<file path="config.mk">
export PLATFORM = sky130hd
export DESIGN_NAME = mrd_mem_wr_flat
export DESIGN_NICKNAME = d
export VERILOG_FILES = /design/src/rtl/mrd_mem_wr_if.sv /design/src/rtl/mrd_mem_wr.sv /design/src/flat_wrapper.sv
export SDC_FILE = /design/constraint.sdc
export NUM_CORES = 2
export LEC_CHECK = 0
export CELL_PAD_IN_SITES_DETAIL_PLACEMENT = 0
export CELL_PAD_IN_SITES_GLOBAL_PLACEMENT = 2
export CORE_UTILIZATION = 35
export CTS_CLUSTER_DIAMETER = 60
export DETAILED_ROUTE_END_ITERATION = 10
export GPL_TIMING_DRIVEN = 0
export MAX_ROUTING_LAYER = met4
export PLACE_DENSITY = 0.92
export SETUP_SLACK_MARGIN = 0.02
export SLEW_MARGIN = 20
export SYNTH_ARGS = -nofsm -noshare
export SYNTH_HDL_FRONTEND = slang
export SYNTH_SLANG_ARGS = --single-unit
export TNS_END_PERCENT = 10
</file>
<file path="constraint.sdc">
create_clock -name clk -period 5.9 [get_ports clk]
set_input_delay 1.18 -clock clk [delete_from_list [all_inputs] [get_ports clk]]
set_output_delay 1.18 -clock clk [all_outputs]
set_load 0.02 [all_outputs]
</file>
<file path="src/rtl/mrd_mem_wr_if.sv">
// Bus bundle for the mixed-radix DFT write-back stage: frame control,
// 5-lane twiddled input group, and the per-bank write ports.
interface mrd_mem_wr_if #(
    parameter int wData = 30,
    parameter int wAddr = 8
);
    logic                        start;
    logic [2:0]                  cfg_lanes;
    logic [11:0]                 cfg_groups;
    logic                        in_val;
    logic [0:4][wData-1:0]       in_real;
    logic [0:4][wData-1:0]       in_imag;
    logic [0:4][2:0]             in_bank_index;
    logic [0:4][wAddr-1:0]       in_bank_addr;
    logic [0:4]                  wr_en;
    logic [0:4][wAddr-1:0]       wr_addr;
    logic [0:4][wData-1:0]       wr_real;
    logic [0:4][wData-1:0]       wr_imag;
    logic                        busy;
    logic                        done;
    logic                        conflict;

    // Producer side: twiddle stage plus sequencer, consumes bank writes.
    modport master (
        output start, cfg_lanes, cfg_groups, in_val, in_real, in_imag,
               in_bank_index, in_bank_addr,
        input  wr_en, wr_addr, wr_real, wr_imag, busy, done, conflict
    );

    // Write-back stage side.
    modport slave (
        input  start, cfg_lanes, cfg_groups, in_val, in_real, in_imag,
               in_bank_index, in_bank_addr,
        output wr_en, wr_addr, wr_real, wr_imag, busy, done, conflict
    );
endinterface

</file>
<file path="src/rtl/mrd_mem_wr.sv">
// Write-back stage of the mixed-radix DFT datapath. Re-aligns the early
// bank index/address to the late twiddled data through an ADDR_DLY-deep
// delay line, scatters active lanes onto five banks, counts groups per
// frame and raises a sticky flag on bank conflicts.
module mrd_mem_wr #(
    parameter int wData    = 30,
    parameter int wAddr    = 8,
    parameter int ADDR_DLY = 8
) (
    input logic          clk,
    input logic          rst_n,
    mrd_mem_wr_if.slave  bus
);
    typedef enum logic [1:0] {S_IDLE, S_RUN, S_DONE} state_t;
    typedef logic [0:4][2:0]       idx_vec_t;
    typedef logic [0:4][wAddr-1:0] addr_vec_t;

    idx_vec_t  tap_idx;
    addr_vec_t tap_addr;

    generate
        if (ADDR_DLY == 0) begin : g_no_dly
            assign tap_idx  = bus.in_bank_index;
            assign tap_addr = bus.in_bank_addr;
        end else begin : g_dly
            idx_vec_t  dly_idx_q  [ADDR_DLY];
            idx_vec_t  dly_idx_d  [ADDR_DLY];
            addr_vec_t dly_addr_q [ADDR_DLY];
            addr_vec_t dly_addr_d [ADDR_DLY];

            // Shift index/address one stage deeper every cycle, valid or not.
            always_comb begin
                dly_idx_d[0]  = bus.in_bank_index;
                dly_addr_d[0] = bus.in_bank_addr;
                for (int i = 1; i < ADDR_DLY; i++) begin
                    dly_idx_d[i]  = dly_idx_q[i-1];
                    dly_addr_d[i] = dly_addr_q[i-1];
                end
            end

            // Delay-line registers.
            // NOTE: this register chain is deliberately reset: a frame started
            // right after reset must see zero taps, not stale or X indices.
            always_ff @(posedge clk) begin
                for (int i = 0; i < ADDR_DLY; i++) begin
                    if (!rst_n) begin
                        dly_idx_q[i]  <= '0;
                        dly_addr_q[i] <= '0;
                    end else begin
                        dly_idx_q[i]  <= dly_idx_d[i];
                        dly_addr_q[i] <= dly_addr_d[i];
                    end
                end
            end

            assign tap_idx  = dly_idx_q[ADDR_DLY-1];
            assign tap_addr = dly_addr_q[ADDR_DLY-1];
        end
    endgenerate

    state_t                state_q, state_d;
    logic [11:0]           cnt_q, cnt_d;
    logic [2:0]            lanes_q, lanes_d;
    logic [11:0]           groups_q, groups_d;
    logic [0:4]            wr_en_q, wr_en_d;
    logic [0:4][wAddr-1:0] wr_addr_q, wr_addr_d;
    logic [0:4][wData-1:0] wr_real_q, wr_real_d;
    logic [0:4][wData-1:0] wr_imag_q, wr_imag_d;
    logic                  busy_q, busy_d;
    logic                  done_q, done_d;
    logic                  conflict_q, conflict_d;

    // Frame sequencing, lane-to-bank crossbar and conflict detection.
    always_comb begin
        logic [0:4] taken;
        logic [2:0] b;
        // NOTE: every variable gets a default before any branch, so no path
        // leaves one unassigned and no latch is inferred.
        state_d    = state_q;
        cnt_d      = cnt_q;
        lanes_d    = lanes_q;
        groups_d   = groups_q;
        wr_en_d    = '0;
        wr_addr_d  = wr_addr_q;
        wr_real_d  = wr_real_q;
        wr_imag_d  = wr_imag_q;
        conflict_d = conflict_q;
        taken      = '0;
        b          = '0;

        case (state_q)
            S_IDLE: begin
                if (bus.start) begin
                    lanes_d    = bus.cfg_lanes;
                    groups_d   = bus.cfg_groups;
                    cnt_d      = '0;
                    conflict_d = 1'b0;
                    state_d    = (bus.cfg_groups == 12'd0) ? S_DONE : S_RUN;
                end
            end
            S_RUN: begin
                if (bus.in_val) begin
                    // Lowest lane claims a bank first; later claimants lose.
                    for (int l = 0; l < 5; l++) begin
                        if (l < int'(lanes_q)) begin
                            b = tap_idx[l];
                            if (b > 3'd4 || taken[b]) begin
                                conflict_d = 1'b1;
                            end else begin
                                taken[b]     = 1'b1;
                                wr_en_d[b]   = 1'b1;
                                wr_addr_d[b] = tap_addr[l];
                                wr_real_d[b] = bus.in_real[l];
                                wr_imag_d[b] = bus.in_imag[l];
                            end
                        end
                    end
                    cnt_d = cnt_q + 12'd1;
                    if (cnt_q == groups_q - 12'd1) begin
                        state_d = S_DONE;
                    end
                end
            end
            S_DONE: begin
                state_d = S_IDLE;
            end
            default: begin
                state_d = S_IDLE;
            end
        endcase

        busy_d = (state_d != S_IDLE);
        done_d = (state_d == S_DONE);
    end

    // State, configuration and registered outputs.
    // NOTE: sequential state uses non-blocking assignments so every flop
    // samples pre-edge values regardless of statement order.
    always_ff @(posedge clk) begin
        if (!rst_n) begin
            state_q    <= S_IDLE;
            cnt_q      <= '0;
            lanes_q    <= '0;
            groups_q   <= '0;
            wr_en_q    <= '0;
            wr_addr_q  <= '0;
            wr_real_q  <= '0;
            wr_imag_q  <= '0;
            busy_q     <= 1'b0;
            done_q     <= 1'b0;
            conflict_q <= 1'b0;
        end else begin
            state_q    <= state_d;
            cnt_q      <= cnt_d;
            lanes_q    <= lanes_d;
            groups_q   <= groups_d;
            wr_en_q    <= wr_en_d;
            wr_addr_q  <= wr_addr_d;
            wr_real_q  <= wr_real_d;
            wr_imag_q  <= wr_imag_d;
            busy_q     <= busy_d;
            done_q     <= done_d;
            conflict_q <= conflict_d;
        end
    end

    assign bus.wr_en    = wr_en_q;
    assign bus.wr_addr  = wr_addr_q;
    assign bus.wr_real  = wr_real_q;
    assign bus.wr_imag  = wr_imag_q;
    assign bus.busy     = busy_q;
    assign bus.done     = done_q;
    assign bus.conflict = conflict_q;
endmodule

</file>
<file path="src/flat_wrapper.sv">
// flat-port wrapper written by rule: the top's interface ports become plain ports
module mrd_mem_wr_flat 
#(
    parameter int wData    = 30,
    parameter int wAddr    = 8,
    parameter int ADDR_DLY = 8
)
  (clk, rst_n, bus_start, bus_cfg_lanes, bus_cfg_groups, bus_in_val, bus_in_real, bus_in_imag, bus_in_bank_index, bus_in_bank_addr, bus_wr_en, bus_wr_addr, bus_wr_real, bus_wr_imag, bus_busy, bus_done, bus_conflict);
  mrd_mem_wr_if #(.wData(wData), .wAddr(wAddr)) bus_i ();
  input logic clk;
  input logic rst_n;
  input wire logic [$bits(bus_i.start)-1:0] bus_start;
  input wire logic [$bits(bus_i.cfg_lanes)-1:0] bus_cfg_lanes;
  input wire logic [$bits(bus_i.cfg_groups)-1:0] bus_cfg_groups;
  input wire logic [$bits(bus_i.in_val)-1:0] bus_in_val;
  input wire logic [$bits(bus_i.in_real)-1:0] bus_in_real;
  input wire logic [$bits(bus_i.in_imag)-1:0] bus_in_imag;
  input wire logic [$bits(bus_i.in_bank_index)-1:0] bus_in_bank_index;
  input wire logic [$bits(bus_i.in_bank_addr)-1:0] bus_in_bank_addr;
  output wire logic [$bits(bus_i.wr_en)-1:0] bus_wr_en;
  output wire logic [$bits(bus_i.wr_addr)-1:0] bus_wr_addr;
  output wire logic [$bits(bus_i.wr_real)-1:0] bus_wr_real;
  output wire logic [$bits(bus_i.wr_imag)-1:0] bus_wr_imag;
  output wire logic [$bits(bus_i.busy)-1:0] bus_busy;
  output wire logic [$bits(bus_i.done)-1:0] bus_done;
  output wire logic [$bits(bus_i.conflict)-1:0] bus_conflict;
  assign bus_i.start = bus_start;
  assign bus_i.cfg_lanes = bus_cfg_lanes;
  assign bus_i.cfg_groups = bus_cfg_groups;
  assign bus_i.in_val = bus_in_val;
  assign bus_i.in_real = bus_in_real;
  assign bus_i.in_imag = bus_in_imag;
  assign bus_i.in_bank_index = bus_in_bank_index;
  assign bus_i.in_bank_addr = bus_in_bank_addr;
  assign bus_wr_en = bus_i.wr_en;
  assign bus_wr_addr = bus_i.wr_addr;
  assign bus_wr_real = bus_i.wr_real;
  assign bus_wr_imag = bus_i.wr_imag;
  assign bus_busy = bus_i.busy;
  assign bus_done = bus_i.done;
  assign bus_conflict = bus_i.conflict;
  mrd_mem_wr #(.wData(wData), .wAddr(wAddr), .ADDR_DLY(ADDR_DLY)) u_core (.clk(clk), .rst_n(rst_n), .bus(bus_i));
endmodule
</file>
Word-level counts from Yosys, hierarchy flattened:

Memory sizes are Yosys's and may differ from the RTL's.
Index checks and enable logic that the tools add are counted.

* register bits: 377
* RAM bits: 440
* bits in read-only memories: 8
* bits of input ports: 374
* output and inout bits: 348
* word-level logic and storage cells: 268
* memories kept: 3

Memories
* u_core.g_dly.dly_addr_q: words 8, width 40, read ports 8, clocked after memory_dff 0, write ports 8, RTL line mrd_mem_wr.sv:28 `addr_vec_t dly_addr_q [ADDR_DLY];`
* u_core.g_dly.dly_idx_q: words 8, width 15, read ports 8, clocked after memory_dff 0, write ports 8, RTL line mrd_mem_wr.sv:26 `idx_vec_t dly_idx_q [ADDR_DLY];`
* (name not given): words 8, width 1, read ports 1, clocked after memory_dff 0, write ports 0, RTL line mrd_mem_wr.sv:107 `if (b > 3'd4 || taken[b]) begin`

* add/subtract/negate cells: 2
* magnitude comparators: 20
* eq/ne operators: 5
* muxes and demuxes: 172
* bitwise gates (word level): 25
* reduce and logical (&&, ||, !) cells: 18

Operator list (count)
* $mux 150: 36
* $bwmux 150: 10
* $mux 40: 26
* $demux 30 s3: 5
* $bwmux 40: 5
* $mux 30: 5
* $demux 8 s3: 5
* $mux 15: 8
* $mux 5: 18
* $mux 8: 5
* $mux 1: 31
* $mux 12: 2
* $pmux 12 s2: 1
* $ge 4x4->1 const B: 5
* $lt 4x1->1 const B: 5
* $not 3->4: 5
* $or 5x5->5: 4
* $or 1x1->1: 16
* $demux 1 s3: 5
* $gt 3x3->1 const B: 5
* $add 12x1->12 const B: 1
* $bmux 1 s3: 4
* $eq 12x12->1: 1
* $logic_not 12->1: 1
* other kinds (16): 33

Logic depth before layout (Yosys ltp):

* depth in word-level cells: 41
* mapped depth: 13
* depth with buffers taken out: 9

Worst setup path after synthesis:

OpenSTA, ideal clock, no wires.

* path type: flip-flop to flip-flop
* start: register u_core.lanes_q[1]
* end: register u_core.wr_real_q, in the netlist u_core.bus.wr_real[100]
* library setup time: 0.124 ns
* arrival: 2.734 ns
* setup slack: 3.042 ns
* cell stages (with the launch flop): 14
* path buffers: 6
* path through: dfxtp_1 buf_2 or3_1 buf_2 and2_1 buf_2 nor4b_4 o211ai_2 or4_1 clkbuf_1 buf_6 buf_6 nor3_2 a211oi_2

* cells in the longest elaborated chain, start to end: 34
* elaborated cells between the ends (all ways): 60

RTL lines
* start: declaration: RTL line mrd_mem_wr.sv:63 `logic [2:0] lanes_q, lanes_d;`
* start signal: assignment: RTL line mrd_mem_wr.sv:155 `lanes_q <= lanes_d;`
* $lt 1x3->1: RTL line mrd_mem_wr.sv:105 `if (l < int'(lanes_q)) begin`
* $mux 5: RTL line mrd_mem_wr.sv:105
* $mux 5: RTL line mrd_mem_wr.sv:102 `if (bus.in_val) begin`
* $mux 5: RTL line mrd_mem_wr.sv:91 `case (state_q)`
* $bmux 1 s3: RTL line mrd_mem_wr.sv:107
* $mux 1 (implied by the code) (2 in a row): RTL line mrd_mem_wr.sv:107
* $logic_or 1x1->1: RTL line mrd_mem_wr.sv:107
* $mux 5: RTL line mrd_mem_wr.sv:107
* (+16 left out)
* $mux 5: RTL line mrd_mem_wr.sv:105
* $mux 5: RTL line mrd_mem_wr.sv:102
* $mux 5: RTL line mrd_mem_wr.sv:91
* $bmux 1 s3: RTL line mrd_mem_wr.sv:107
* $mux 1 (implied by the code) (2 in a row): RTL line mrd_mem_wr.sv:107
* $logic_or 1x1->1: RTL line mrd_mem_wr.sv:107
* $mux 150: RTL line mrd_mem_wr.sv:107
* $mux 150 (*): RTL line mrd_mem_wr.sv:105
* end signal: assignment: RTL line mrd_mem_wr.sv:159 `wr_real_q <= wr_real_d;`
* end: declaration: RTL line mrd_mem_wr.sv:67 `logic [0:4][wData-1:0] wr_real_q, wr_real_d;`

Mark *: on every way between the ends. The rest lies on a longest branch, timed or not. The select of a mux whose other input is x is not followed.
A chain may end at the register's enable or synchronous reset.

==> qor.csv <==
metric;value;unit
status;completed;
path_clk_slew;0.06;ns
fin_nets;6229;
synth.cell_area;43200;um^2
postCtsHoldBufs;0;
die_h;353;um
synthDistinctLibCells;77;
ys_warn_count;0;
final.setup_skew;0.0394;ns
synth-async-reset-ratio;0;
startpoint_type;flip-flop;
maxCapViolations;0;
globalplace.congestion;1.02;
r2r_slack;0.86;ns
netlist_instances;5021;
grt_usage;0.388;
synth_fp_nets;5397;
synth.avg_cell_area;8.61;um^2
period_needed;5.04;ns
root_buffer;clkbuf_16;
initial_utilization;0.354;
r2r_end;u_core.bus.wr_addr[29];
clock.fmax;0.198;GHz
hpwl;183000;um
drt-initial-drc-count;6189;
antenna_found_initial;23;
ant_nets;0;
ys.flop_type;dfxtp_1;
slew_violations;0;
setup_ws;0.858;ns
final_cell_mix;dfxtp_1, clkdlybuf4s50_1, mux2i_1;
worst_slew_pin_slew;1.46;ns
rows;128;
r2r-start;u_core.g_dly.dly_idx_q[1][55];
cts_buffers;104;
synthToLayoutAreaGrowth;30.5;%
drc_errors;0;
hold_class;reg -> reg;
crit_required;6.47;ns
cts_resized;0;
cts.sinks;817;
yosys.area.top_type;dfxtp_1;
rsz0062_at_grt;false;
cp-end-kind;flip-flop;
ys_top_cells_by_area;dfxtp_1, mux2i_1, and2_1;
grt_pass1_wl;339000;um
min_delay_path_depth;1;
grt_pass1_vias;43500;
setup_violations;0;
worstPathArrival;5.61;ns
cts_tree;built;
synth_top_area_frac;0.378;
insertion_delay;0.75;ns
r2r_cells;10;
dr.pass1.iters;8;
yosysSeqAreaShare;0.378;
grt_max_degree;17;
ios;722;
holdPathEnd;u_core.g_dly.dly_addr_q[1][147];
numPortBuffers;721;
die_area;125000;um^2
fin_crit_sh;0.855;
fp.dieW;353;um
core;122000;um^2
drt_wl_total;247000;um
post-cts-setup-buffers;0;
power;14.5;mW
dp_slack;0.962;ns
critical_path_class;reg -> reg;
hold_viol;0;
irDropWorstVdd;262;uV
cp_max_fo;10;
hp-start;u_core.g_dly.dly_addr_q[1][107];
p_leak;23.2;nW
p_per_area;258;nW/um^2
clock_path_buffers;3;
maxSlewHeadroom;0.0280;
avgViaCountPerCell;6.12;
synth_edf_count;0;
ys_seq_elements;817;
mostFrequentLayoutCell;dfxtp_1;
num_vias;46400;
ctsHtreeMaxLevel;3;
overflow;0;
drive_above_1_share;0.0953;
wl_per_cell;32.5;um
-- through the flow --
stage               setup TNS, ns  hold WS [ns]  utilization  instances  cell area [um^2]
floorplan                       0         0.412            -       5021             43200
global placement            -1.40         0.413        0.429       7367             52500
detailed placement              0         0.417        0.430       7371             52600
CTS                             0         0.418        0.461       7566             56300
global route                    0         0.433        0.462       7586             56400
finish                          0         0.401        0.462       7591             56400
-- cell families after synthesis --
group                    after synthesis  synth area share
AND/OR/NAND/NOR                     1661             0.201
AO/OA/AOI/OAI                       1251             0.186
flip-flops                           817             0.378
multiplexers                         754             0.181
buffers and inverters                513            0.0492
XOR/XNOR                              23           0.00466
adder cells (fa/ha/maj)                2          0.000579
-- final cells by class --
| cell class | instances | area, um^2 |
|---|---|---|
| Inverter | 14 | 52.6 |
| Tap cell | 1625 | 2030 |
| Timing Repair Buffer | 726 | 7270 |
| Antenna cell | 24 | 60.1 |
| Fill cell | 12000 | 65800 |
| Buffer | 499 | 2100 |
| Clock buffer | 136 | 2910 |
| Clock inverter | 59 | 840 |
| Sequential cell | 817 | 16400 |
| Multi-Input combinational cell | 3691 | 24800 |
-- worst max-delay path by stage --
stage	cells after the start	startpoint	to
CTS	10	u_core.g_dly.dly_idx_q[1][56]	u_core.bus.wr_real[23]
global placement	10	u_core.g_dly.dly_idx_q[1][55]	u_core.bus.wr_addr[24]
floorplan	13	u_core.lanes_q[1]	u_core.bus.wr_real[100]
detailed placement	10	u_core.g_dly.dly_idx_q[1][56]	u_core.bus.wr_real[20]
finish	10	u_core.g_dly.dly_idx_q[1][55]	u_core.bus.wr_addr[29]
global route	11	u_core.g_dly.dly_idx_q[1][55]	u_core.bus.wr_real[97]
-- cells in the mapped netlist (3+ instances only) --
library cell and n:
clkbuf_1 379, dfxtp_1 817, nor2b_1 3, and3_1 208, xor2_1 14, xnor2_1 9, mux2_2 207, buf_2 61
mux2i_1 547, a21oi_1 100, buf_1 36, nor2_1 304, o211ai_1 71, nor4_1 7, nand3_1 220, a211oi_1 184
inv_1 12, a21o_1 73, o21ai_1 137, a311oi_1 4, nand3b_1 3, nand4_1 9, buf_4 13, buf_6 10
o21ai_0 279, nand2_1 333, and2_1 446, or3_1 3, or4_1 6, nor3_1 53, nand2b_1 5, nor3b_1 7
a31oi_1 278, a211o_1 70, and3b_1 4, nor3_2 33, nand4bb_1 4, a211oi_2 20, o31ai_1 5
-- sequential cells by signal, summed over array words and instances (netlist names) --
signal	flops
u_core.lanes_q	3
u_core.bus.busy	1
u_core.g_dly.dly_addr_q	320
u_core.bus.done	1
u_core.bus.wr_real	150
u_core.groups_q	12
u_core.bus.wr_addr	40
u_core.bus.wr_en	5
u_core.bus.conflict	1
u_core.g_dly.dly_idx_q	120
u_core.cnt_q	12
u_core.bus.wr_imag	150
u_core.state_q	2
-- critical path, stage by stage (launching register included) --
cell	delay [ns]
dfxtp_1	0.32
clkbuf_1	0.33
and3b_1	0.27
nand2_1	0.37
and2_1	0.29
clkbuf_1	0.49
a2111oi_4	0.69
o211ai_4	0.28
a31oi_2	0.76
clkbuf_1	0.87
a211oi_1	0.20
-- report_power, final --
group / leakage [nW] / switching [mW] / total [mW] / internal (mW)
logic: 14.8 / 1.15 / 1.86 / 0.715
clock network: 1.83 / 2.78 / 6.92 / 4.14
registers: 6.63 / 0.106 / 5.77 / 5.66
-- metal layers --
metal	up-vias	share of wire	track usage
met2	3459	0.42	0.561
met4	0	0.070	0.229
met5	-	0	-
li1	19800	-	-
met1	22300	0.38	0.457
met3	873	0.13	0.146
Note: power is estimated with default switching activity, not from simulation.
